`src/rtl/cache_refill_ctrl_if.sv`:
```
// ---------------------------------------------------------------------------
// cache_refill_ctrl_if
//   Bundles every handshake/bus signal of the cache refill controller:
//   the LSU request/response, the tag-array lookup, the backing-RAM read
//   channel, the data/tag fill strobes and the performance counters.
//   The _i/_o suffixes are seen from the controller's side.
//   Modports:
//     slave  : the refill controller (serves LSU requests, drives the arrays)
//     master : the surrounding system (LSU, arrays, backing RAM, testbench)
// ---------------------------------------------------------------------------
interface cache_refill_ctrl_if #(
  parameter int ADDR_W  = 32,
  parameter int INDEX_W = 8,
  parameter int MEM_DW  = 64
);
  localparam int BEATS  = 512 / MEM_DW;
  localparam int BEAT_W = (BEATS > 1) ? $clog2(BEATS) : 1;

  // LSU request / response
  logic               req_valid_i;
  logic [ADDR_W-1:0]  req_addr_i;
  logic               req_ready_o;
  logic               resp_valid_o;
  logic [1:0]         resp_way_o;
  logic               resp_miss_o;
  // Tag-array lookup
  logic               lookup_o;
  logic [ADDR_W-1:0]  lookup_addr_o;
  logic               hit_i;
  logic [1:0]         hit_way_i;
  logic [3:0]         way_valid_i;
  // Backing-RAM read channel
  logic               mem_req_valid_o;
  logic               mem_req_ready_i;
  logic [ADDR_W-1:0]  mem_addr_o;
  logic               mem_rvalid_i;
  logic [MEM_DW-1:0]  mem_rdata_i;
  // Data/tag array fill
  logic               fill_we_o;
  logic [INDEX_W-1:0] fill_index_o;
  logic [1:0]         fill_way_o;
  logic [BEAT_W-1:0]  fill_beat_o;
  logic [MEM_DW-1:0]  fill_data_o;
  logic               tag_we_o;
  // Performance counters
  logic [31:0]        perf_hit_o;
  logic [31:0]        perf_miss_o;

  modport slave (
    input  req_valid_i, req_addr_i, hit_i, hit_way_i, way_valid_i,
           mem_req_ready_i, mem_rvalid_i, mem_rdata_i,
    output req_ready_o, resp_valid_o, resp_way_o, resp_miss_o,
           lookup_o, lookup_addr_o, mem_req_valid_o, mem_addr_o,
           fill_we_o, fill_index_o, fill_way_o, fill_beat_o, fill_data_o,
           tag_we_o, perf_hit_o, perf_miss_o
  );

  modport master (
    output req_valid_i, req_addr_i, hit_i, hit_way_i, way_valid_i,
           mem_req_ready_i, mem_rvalid_i, mem_rdata_i,
    input  req_ready_o, resp_valid_o, resp_way_o, resp_miss_o,
           lookup_o, lookup_addr_o, mem_req_valid_o, mem_addr_o,
           fill_we_o, fill_index_o, fill_way_o, fill_beat_o, fill_data_o,
           tag_we_o, perf_hit_o, perf_miss_o
  );
endinterface

```
`src/rtl/cache_refill_ctrl.sv`:
```
// ---------------------------------------------------------------------------
// cache_refill_ctrl
//   Miss/refill sequencer for a 4-way, 2**INDEX_W-set L1 cache array.
//   Takes one LSU request at a time, strobes the tag lookup, picks a victim
//   on a miss (first invalid way, else tree-PLRU), reads the line from the
//   backing RAM in MEM_DW-bit beats, writes tag/valid only after the last
//   beat has been written and reports the resident way back to the LSU.
//   Owns the per-set PLRU bits {b2,b1,b0}.
// Ports:
//   clk_sys_i  system clock
//   rst_n_i    asynchronous active-low reset
//   bus        cache_refill_ctrl_if.slave (request/response, lookup,
//              backing-RAM read, fill strobes, perf counters)
// Build option:
//   CACHE_PERF_CNT_EN  when defined, saturating hit/miss counters are
//                      built; otherwise perf_hit_o/perf_miss_o are tied to 0.
// ---------------------------------------------------------------------------
module cache_refill_ctrl #(
  parameter int ADDR_W   = 32,
  parameter int INDEX_W  = 8,
  parameter int OFFSET_W = 6,
  parameter int MEM_DW   = 64
) (
  input  logic clk_sys_i,
  input  logic rst_n_i,
  cache_refill_ctrl_if.slave bus
);
  localparam int BEATS  = 512 / MEM_DW;
  localparam int BEAT_W = (BEATS > 1) ? $clog2(BEATS) : 1;
  localparam int SETS   = 1 << INDEX_W;

  localparam logic [BEAT_W:0]   RX_FULL   = (BEAT_W+1)'(BEATS);
  localparam logic [BEAT_W-1:0] LAST_BEAT = BEAT_W'(BEATS - 1);

  localparam logic [2:0] S_IDLE   = 3'd0;
  localparam logic [2:0] S_LOOKUP = 3'd1;
  localparam logic [2:0] S_MREQ   = 3'd2;
  localparam logic [2:0] S_REFILL = 3'd3;
  localparam logic [2:0] S_UPDATE = 3'd4;
  localparam logic [2:0] S_RESP   = 3'd5;

  logic [2:0]         state_q, state_d;
  logic [ADDR_W-1:0]  addr_q;
  logic [1:0]         way_q;
  logic               miss_q;
  logic [2:0]         plru_q [SETS];
  logic [BEAT_W:0]    rx_cnt_q;
  logic               fill_we_q;
  logic [BEAT_W-1:0]  fill_beat_q;
  logic [MEM_DW-1:0]  fill_data_q;
  logic [INDEX_W-1:0] index_s;
  logic [1:0]         victim_s;

  // Way the tree points at: b0 selects the pair, b1/b2 the way inside it.
  function automatic logic [1:0] plru_victim(input logic [2:0] t);
    if (t[0]) begin
      plru_victim = t[2] ? 2'd3 : 2'd2;
    end else begin
      plru_victim = t[1] ? 2'd1 : 2'd0;
    end
  endfunction

  // Point the tree away from the accessed way; the other pair's bit is kept.
  function automatic logic [2:0] plru_touch(input logic [2:0] t, input logic [1:0] w);
    logic [2:0] n;
    n = t;
    case (w)
      2'd0:    begin n[0] = 1'b1; n[1] = 1'b1; end
      2'd1:    begin n[0] = 1'b1; n[1] = 1'b0; end
      2'd2:    begin n[0] = 1'b0; n[2] = 1'b1; end
      default: begin n[0] = 1'b0; n[2] = 1'b0; end
    endcase
    return n;
  endfunction

  assign index_s = addr_q[OFFSET_W +: INDEX_W];

  // Victim choice for the latched set: first invalid way wins over PLRU.
  always_comb begin
    if (!bus.way_valid_i[0]) begin
      victim_s = 2'd0;
    end else if (!bus.way_valid_i[1]) begin
      victim_s = 2'd1;
    end else if (!bus.way_valid_i[2]) begin
      victim_s = 2'd2;
    end else if (!bus.way_valid_i[3]) begin
      victim_s = 2'd3;
    end else begin
      victim_s = plru_victim(plru_q[index_s]);
    end
  end

  // Next-state logic of the request sequencer.
  always_comb begin
    state_d = state_q;
    case (state_q)
      S_IDLE:   state_d = bus.req_valid_i ? S_LOOKUP : S_IDLE;
      S_LOOKUP: state_d = bus.hit_i ? S_RESP : S_MREQ;
      S_MREQ:   state_d = bus.mem_req_ready_i ? S_REFILL : S_MREQ;
      // Leave only once the final beat has actually been written.
      S_REFILL: state_d = (fill_we_q && (fill_beat_q == LAST_BEAT)) ? S_UPDATE : S_REFILL;
      S_UPDATE: state_d = S_RESP;
      S_RESP:   state_d = S_IDLE;
      default:  state_d = S_IDLE;
    endcase
  end

  // State, latched request address and the way/miss result of the lookup.
  always_ff @(posedge clk_sys_i or negedge rst_n_i) begin
    if (!rst_n_i) begin
      state_q <= S_IDLE;
      addr_q  <= {ADDR_W{1'b0}};
      way_q   <= 2'd0;
      miss_q  <= 1'b0;
    end else begin
      state_q <= state_d;
      if ((state_q == S_IDLE) && bus.req_valid_i) begin
        addr_q <= bus.req_addr_i;
      end
      if (state_q == S_LOOKUP) begin
        miss_q <= ~bus.hit_i;
        way_q  <= bus.hit_i ? bus.hit_way_i : victim_s;
      end
    end
  end

  // Beat capture: registers each read beat; beats past the line are dropped.
  always_ff @(posedge clk_sys_i or negedge rst_n_i) begin
    if (!rst_n_i) begin
      rx_cnt_q    <= {(BEAT_W+1){1'b0}};
      fill_we_q   <= 1'b0;
      fill_beat_q <= {BEAT_W{1'b0}};
      fill_data_q <= {MEM_DW{1'b0}};
    end else begin
      fill_we_q <= 1'b0;
      if (state_q != S_REFILL) begin
        rx_cnt_q <= {(BEAT_W+1){1'b0}};
      end else if (bus.mem_rvalid_i && (rx_cnt_q < RX_FULL)) begin
        rx_cnt_q    <= rx_cnt_q + (BEAT_W+1)'(1);
        fill_we_q   <= 1'b1;
        fill_beat_q <= rx_cnt_q[BEAT_W-1:0];
        fill_data_q <= bus.mem_rdata_i;
      end
    end
  end

  // PLRU bookkeeping: hits update in LOOKUP, refilled victims in UPDATE.
  always_ff @(posedge clk_sys_i or negedge rst_n_i) begin
    if (!rst_n_i) begin
      for (int s = 0; s < SETS; s++) begin
        plru_q[s] <= 3'b000;
      end
    end else if ((state_q == S_LOOKUP) && bus.hit_i) begin
      plru_q[index_s] <= plru_touch(plru_q[index_s], bus.hit_way_i);
    end else if (state_q == S_UPDATE) begin
      plru_q[index_s] <= plru_touch(plru_q[index_s], way_q);
    end
  end

`ifdef CACHE_PERF_CNT_EN
  logic [31:0] perf_hit_q;
  logic [31:0] perf_miss_q;

  // Saturating hit/miss counters, stepped once per lookup.
  always_ff @(posedge clk_sys_i or negedge rst_n_i) begin
    if (!rst_n_i) begin
      perf_hit_q  <= 32'd0;
      perf_miss_q <= 32'd0;
    end else if (state_q == S_LOOKUP) begin
      if (bus.hit_i) begin
        if (perf_hit_q != 32'hFFFF_FFFF) perf_hit_q <= perf_hit_q + 32'd1;
      end else begin
        if (perf_miss_q != 32'hFFFF_FFFF) perf_miss_q <= perf_miss_q + 32'd1;
      end
    end
  end

  assign bus.perf_hit_o  = perf_hit_q;
  assign bus.perf_miss_o = perf_miss_q;
`else
  assign bus.perf_hit_o  = 32'd0;
  assign bus.perf_miss_o = 32'd0;
`endif

  assign bus.req_ready_o     = (state_q == S_IDLE);
  assign bus.lookup_o        = (state_q == S_LOOKUP);
  assign bus.lookup_addr_o   = addr_q;
  assign bus.mem_req_valid_o = (state_q == S_MREQ);
  assign bus.mem_addr_o      = {addr_q[ADDR_W-1:OFFSET_W], {OFFSET_W{1'b0}}};
  assign bus.fill_we_o       = fill_we_q;
  assign bus.fill_index_o    = index_s;
  assign bus.fill_way_o      = way_q;
  assign bus.fill_beat_o     = fill_beat_q;
  assign bus.fill_data_o     = fill_data_q;
  assign bus.tag_we_o        = (state_q == S_UPDATE);
  assign bus.resp_valid_o    = (state_q == S_RESP);
  assign bus.resp_way_o      = way_q;
  assign bus.resp_miss_o     = miss_q;
endmodule

```
`src/flat_wrapper.sv`:
```
// flat-port wrapper written by rule: the top's interface ports become plain ports
module cache_refill_ctrl_flat 
#(
  parameter int ADDR_W   = 32,
  parameter int INDEX_W  = 8,
  parameter int OFFSET_W = 6,
  parameter int MEM_DW   = 64
)
  (clk_sys_i, rst_n_i, bus_req_valid_i, bus_req_addr_i, bus_hit_i, bus_hit_way_i, bus_way_valid_i, bus_mem_req_ready_i, bus_mem_rvalid_i, bus_mem_rdata_i, bus_req_ready_o, bus_resp_valid_o, bus_resp_way_o, bus_resp_miss_o, bus_lookup_o, bus_lookup_addr_o, bus_mem_req_valid_o, bus_mem_addr_o, bus_fill_we_o, bus_fill_index_o, bus_fill_way_o, bus_fill_beat_o, bus_fill_data_o, bus_tag_we_o, bus_perf_hit_o, bus_perf_miss_o);
  cache_refill_ctrl_if #(.ADDR_W(ADDR_W), .INDEX_W(INDEX_W), .MEM_DW(MEM_DW)) bus_i ();
  input  logic clk_sys_i;
  input  logic rst_n_i;
  input wire logic [$bits(bus_i.req_valid_i)-1:0] bus_req_valid_i;
  input wire logic [$bits(bus_i.req_addr_i)-1:0] bus_req_addr_i;
  input wire logic [$bits(bus_i.hit_i)-1:0] bus_hit_i;
  input wire logic [$bits(bus_i.hit_way_i)-1:0] bus_hit_way_i;
  input wire logic [$bits(bus_i.way_valid_i)-1:0] bus_way_valid_i;
  input wire logic [$bits(bus_i.mem_req_ready_i)-1:0] bus_mem_req_ready_i;
  input wire logic [$bits(bus_i.mem_rvalid_i)-1:0] bus_mem_rvalid_i;
  input wire logic [$bits(bus_i.mem_rdata_i)-1:0] bus_mem_rdata_i;
  output wire logic [$bits(bus_i.req_ready_o)-1:0] bus_req_ready_o;
  output wire logic [$bits(bus_i.resp_valid_o)-1:0] bus_resp_valid_o;
  output wire logic [$bits(bus_i.resp_way_o)-1:0] bus_resp_way_o;
  output wire logic [$bits(bus_i.resp_miss_o)-1:0] bus_resp_miss_o;
  output wire logic [$bits(bus_i.lookup_o)-1:0] bus_lookup_o;
  output wire logic [$bits(bus_i.lookup_addr_o)-1:0] bus_lookup_addr_o;
  output wire logic [$bits(bus_i.mem_req_valid_o)-1:0] bus_mem_req_valid_o;
  output wire logic [$bits(bus_i.mem_addr_o)-1:0] bus_mem_addr_o;
  output wire logic [$bits(bus_i.fill_we_o)-1:0] bus_fill_we_o;
  output wire logic [$bits(bus_i.fill_index_o)-1:0] bus_fill_index_o;
  output wire logic [$bits(bus_i.fill_way_o)-1:0] bus_fill_way_o;
  output wire logic [$bits(bus_i.fill_beat_o)-1:0] bus_fill_beat_o;
  output wire logic [$bits(bus_i.fill_data_o)-1:0] bus_fill_data_o;
  output wire logic [$bits(bus_i.tag_we_o)-1:0] bus_tag_we_o;
  output wire logic [$bits(bus_i.perf_hit_o)-1:0] bus_perf_hit_o;
  output wire logic [$bits(bus_i.perf_miss_o)-1:0] bus_perf_miss_o;
  assign bus_i.req_valid_i = bus_req_valid_i;
  assign bus_i.req_addr_i = bus_req_addr_i;
  assign bus_i.hit_i = bus_hit_i;
  assign bus_i.hit_way_i = bus_hit_way_i;
  assign bus_i.way_valid_i = bus_way_valid_i;
  assign bus_i.mem_req_ready_i = bus_mem_req_ready_i;
  assign bus_i.mem_rvalid_i = bus_mem_rvalid_i;
  assign bus_i.mem_rdata_i = bus_mem_rdata_i;
  assign bus_req_ready_o = bus_i.req_ready_o;
  assign bus_resp_valid_o = bus_i.resp_valid_o;
  assign bus_resp_way_o = bus_i.resp_way_o;
  assign bus_resp_miss_o = bus_i.resp_miss_o;
  assign bus_lookup_o = bus_i.lookup_o;
  assign bus_lookup_addr_o = bus_i.lookup_addr_o;
  assign bus_mem_req_valid_o = bus_i.mem_req_valid_o;
  assign bus_mem_addr_o = bus_i.mem_addr_o;
  assign bus_fill_we_o = bus_i.fill_we_o;
  assign bus_fill_index_o = bus_i.fill_index_o;
  assign bus_fill_way_o = bus_i.fill_way_o;
  assign bus_fill_beat_o = bus_i.fill_beat_o;
  assign bus_fill_data_o = bus_i.fill_data_o;
  assign bus_tag_we_o = bus_i.tag_we_o;
  assign bus_perf_hit_o = bus_i.perf_hit_o;
  assign bus_perf_miss_o = bus_i.perf_miss_o;
  cache_refill_ctrl #(.ADDR_W(ADDR_W), .INDEX_W(INDEX_W), .OFFSET_W(OFFSET_W), .MEM_DW(MEM_DW)) u_core (.clk_sys_i(clk_sys_i), .rst_n_i(rst_n_i), .bus(bus_i));
endmodule
```
`config.mk`:
```
export PLATFORM = sky130hd
export DESIGN_NAME = cache_refill_ctrl_flat
export DESIGN_NICKNAME = d
export VERILOG_FILES = /design/src/rtl/cache_refill_ctrl_if.sv /design/src/rtl/cache_refill_ctrl.sv /design/src/flat_wrapper.sv
export SDC_FILE = /design/constraint.sdc
export NUM_CORES = 2
export LEC_CHECK = 0
export BUFFER_PORTS_ARGS = -buffer_cell sky130_fd_sc_hd__buf_4
export CAP_MARGIN = 15
export CORE_UTILIZATION = 25
export CTS_CLUSTER_DIAMETER = 80
export DETAILED_ROUTE_END_ITERATION = 10
export SYNTH_ARGS = -nofsm -noshare
export SYNTH_HDL_FRONTEND = slang
export SYNTH_SLANG_ARGS = --single-unit
```
`constraint.sdc`:
```
create_clock -name clk_sys_i -period 9.15 [get_ports clk_sys_i]
set_clock_uncertainty 0.15 [all_clocks]
set_input_delay 0.915 -clock clk_sys_i [delete_from_list [all_inputs] [get_ports clk_sys_i]]
set_output_delay 0.915 -clock clk_sys_i [all_outputs]
set_load 0.01 [all_outputs]
```
==> qor.yml <==
status: "completed"
rr_worst_depth: 11
antenna_left: 0
port_buffers: 251
sequentialPowerShare: 0.363
dp_hpwl_um: 80400
die_h_um: 403
rows: 146
slew_headroom: 0.155
area.growth.synth_to_final_pct: 16.8
ys_ff_latch: 878
clkSinkCount: 878
tritoncts: "done"
dr.first_iter.drc_count: 2264
ys_types: 66
place_inst: 5799
totalWireLength_um: 121000
detail_route.wl_per_cell_um: 20.2
clkTransAtPathRegs_ns: 0.06
grt.busiest_layer: "met2"
p_int_uw: 8540
met3_usage: 0.0294
hold_buffers: 0
cts_resized: 0
finalSetupViolCount: 0
p_comb_frac: 0.339
power_density_nw_per_um2: 295
rsz0062_at_grt: "false"
grt-ovfl-total: 0
ir_worst_vdd_v: 0.000557
via_count: 28400
antenna_found_initial: 4
worstMarginPinSlew_ns: 1.26
numCtsBuffers: 96
core-area_um2: 159000
yosys.area.top_type: "dfrtp_1"
synth_area_um2: 40100
avgSynthCellArea_um2: 11.0
grtUsageMet2: 0.237
p_switching_uw: 5290
dieWidth_um: 403
tns_ns: 0
clk-insertion-delay-late_ns: 0.68
hp-class: "input port to asynchronous set/reset pin"
ys_seq_area_frac: 0.548
cp-startpoint: "u_core.bus.lookup_addr_o[6]"
maxCapViolations: 0
critPathMaxStageDelay_ns: 0.84
pwr-share-clk: 0.298
synth_edf_count: 0
finish.utilization: 0.295
worst_setup_path_end_kind: "flip-flop"
ys_top_cells_by_area: "dfrtp_1 55%, nand2_1 9.9%, mux4_2 8.8%"
use_met1: 0.198
drc: 0
slowest_stage: "dfrtp_4"
fillers: 16100
rrSetupSlack_ns: 3.53
dpl_cell_area_um2: 43500
ios: 322
crit_chain: "buf_4, mux4_2, a22oi_1, nand2_1, a22o_1, nor4_4, nand4_2, a32oi_4, buf_4, buf_12, o21ai_0"
cp.required_ns: 9.49
grt_pass1_vias: 28400
max_freq_ghz: 0.178
drv_slew: 0
crit_type: "flip-flop to flip-flop"
netlist_instances: 3653
clockBufferDepth: 3
critPathLaunchType: "flip-flop"
htreeDepth: 3
r2r_end: "u_core.plru_q[50]"
p_leak_uw: 0.0202
crit_top_cell: "buf_4"
finalCritPeriodShare: 0.614
grt_pass1_wl_um: 184000
instances_no_fill: 5980
post_cts_buffers: 0
gp_congestion: 0.849
grt_max_degree: 182
hold_viol: 0
worstReg2RegStart: "u_core.bus.lookup_addr_o[6]"
synth_top_area_frac: 0.548
dieArea_um2: 162000
synth_ff_type: "dfrtp_1"
layout_min_cycle_time_ns: 5.62
initial_utilization: 0.253
vias_per_cell: 4.75
cp.arrival_ns: 5.96
drive_gt1_frac: 0.242
cp_num_buf_inv: 3
grt_usage: 0.148
crit_family: "buffers and inverters"
final_nets: 3936
endpoint: "u_core.plru_q[50]"
total_power_uw: 13800
first_pass_iters: 6
stdcell_area_um2: 46800
async_reset_ff_frac: 1.00
critical_path_depth: 11
critPathMaxFanout: 148
yosys_warnings: 0
root_buffer: "clkbuf_16"
p_sw_frac: 0.383
-- synth_stat cells (all sizes together) (2+ instances only) --
master   count
mux4       164
nand3       10
mux2       103
nand2     1060
a31oi        5
a41oi        2
mux2i       71
nor3        17
nor2        38
a22o        10
a21oi       27
nand4        3
a221oi       7
o2111ai      2
clkbuf     130
nor2b        9
o21ai      781
or2          5
dfrtp      878
inv          4
nor3b        3
o211ai       4
nand2b      16
o22ai        4
a221o        2
a22oi       69
a211o        2
nor4         5
a21boi       3
a2111oi      2
and2         5
buf        189
and3         3
-- flip-flops by register name, indices dropped and copies added, names as in the netlist --
signal	count
u_core.plru_q	768
u_core.bus.fill_data_o	64
u_core.bus.lookup_addr_o	32
u_core.rx_cnt_q	4
u_core.bus.fill_beat_o	3
u_core.state_q	3
u_core.bus.fill_way_o	2
u_core.bus.fill_we_o	1
u_core.bus.resp_miss_o	1
-- layout make-up --
cell class / count / area [um^2] / area share
Timing Repair Buffer: 326 / 2560 / 0.0546
Clock buffer: 142 / 2840 / 0.0606
Multi-Input combinational cell: 2521 / 16300 / 0.348
Tap cell: 2072 / 2590 / 0.0553
Inverter: 4 / 15.0 / 0.000321
Antenna cell: 1 / 2.50 / 0.0000534
Clock inverter: 36 / 536 / 0.0114
Sequential cell: 878 / 22000 / 0.469
-- power by group through the flow --
stage,sequential (uW),combinational [uW],clock [uW]
6_report,5020,4690,4130
3_3_place_gp,5050,4600,0
2_1_floorplan,4900,3440,0
4_1_cts,5020,4680,4200
5_1_grt,5080,4970,4350
3_5_place_dp,5070,4670,0
-- logic make-up after synthesis --
logic type,Yosys count,share of synthesized area
simple gates,1182,0.116
fa+ha+maj,1,0.000312
compound gates,928,0.140
buf+inv,323,0.0556
other cells,1,0.0000935
xor+xnor,2,0.000437
mux,338,0.139
flops,878,0.548
-- through the flow --
| step | setup WS (ns) | hold slack, ns |
|---|---|---|
| 2_1_floorplan | 5.44 | 0.292 |
| 3_3_place_gp | 3.55 | 0.306 |
| 3_5_place_dp | 3.52 | 0.312 |
| 4_1_cts | 3.52 | 0.0655 |
| 5_1_grt | 3.19 | 0.0866 |
| 6_report | 3.53 | 0.0536 |
-- metal layers --
metal / routed length [um] / share of wire
met2: 56200 / 0.46
met5: 44 / 0.00036
met1: 52100 / 0.43
met3: 8170 / 0.068
met4: 4420 / 0.037
-- how the worst min path moves through the flow --
stage,endpoint,slack (ns)
3_3_place_gp,u_core.plru_q[78],0.31
5_1_grt,u_core.bus.lookup_addr_o[5],0.09
4_1_cts,u_core.bus.lookup_addr_o[5],0.07
2_1_floorplan,u_core.plru_q[139],0.29
6_report,u_core.bus.lookup_addr_o[5],0.05
3_5_place_dp,u_core.plru_q[503],0.31
-- cell usage in the layout, fill, tap and decap left out, types with 10 or more instances in the layout --
| cell | netlist | final |
|---|---|---|
| o21ai_1 | 40 | 39 |
| clkinv_2 | 0 | 17 |
| a22o_1 | 10 | 10 |
| nand3_1 | 10 | 10 |
| conb_1 | 1 | 70 |
| clkbuf_8 | 0 | 22 |
| a21oi_1 | 27 | 27 |
| mux2_2 | 103 | 102 |
| o21ai_0 | 577 | 577 |
| dfrtp_1 | 878 | 875 |
| mux2i_1 | 71 | 71 |
| nand2b_1 | 16 | 16 |
| bufinv_16 | 0 | 12 |
| o21ai_2 | 164 | 164 |
| clkbuf_1 | 129 | 22 |
| a22oi_1 | 69 | 69 |
| buf_4 | 117 | 312 |
| mux4_2 | 157 | 157 |
| clkbuf_16 | 0 | 98 |
| nor3_2 | 0 | 11 |
| nand2_1 | 1060 | 1060 |
| nor2_1 | 36 | 28 |
Note: power is estimated with default switching activity, not from simulation.
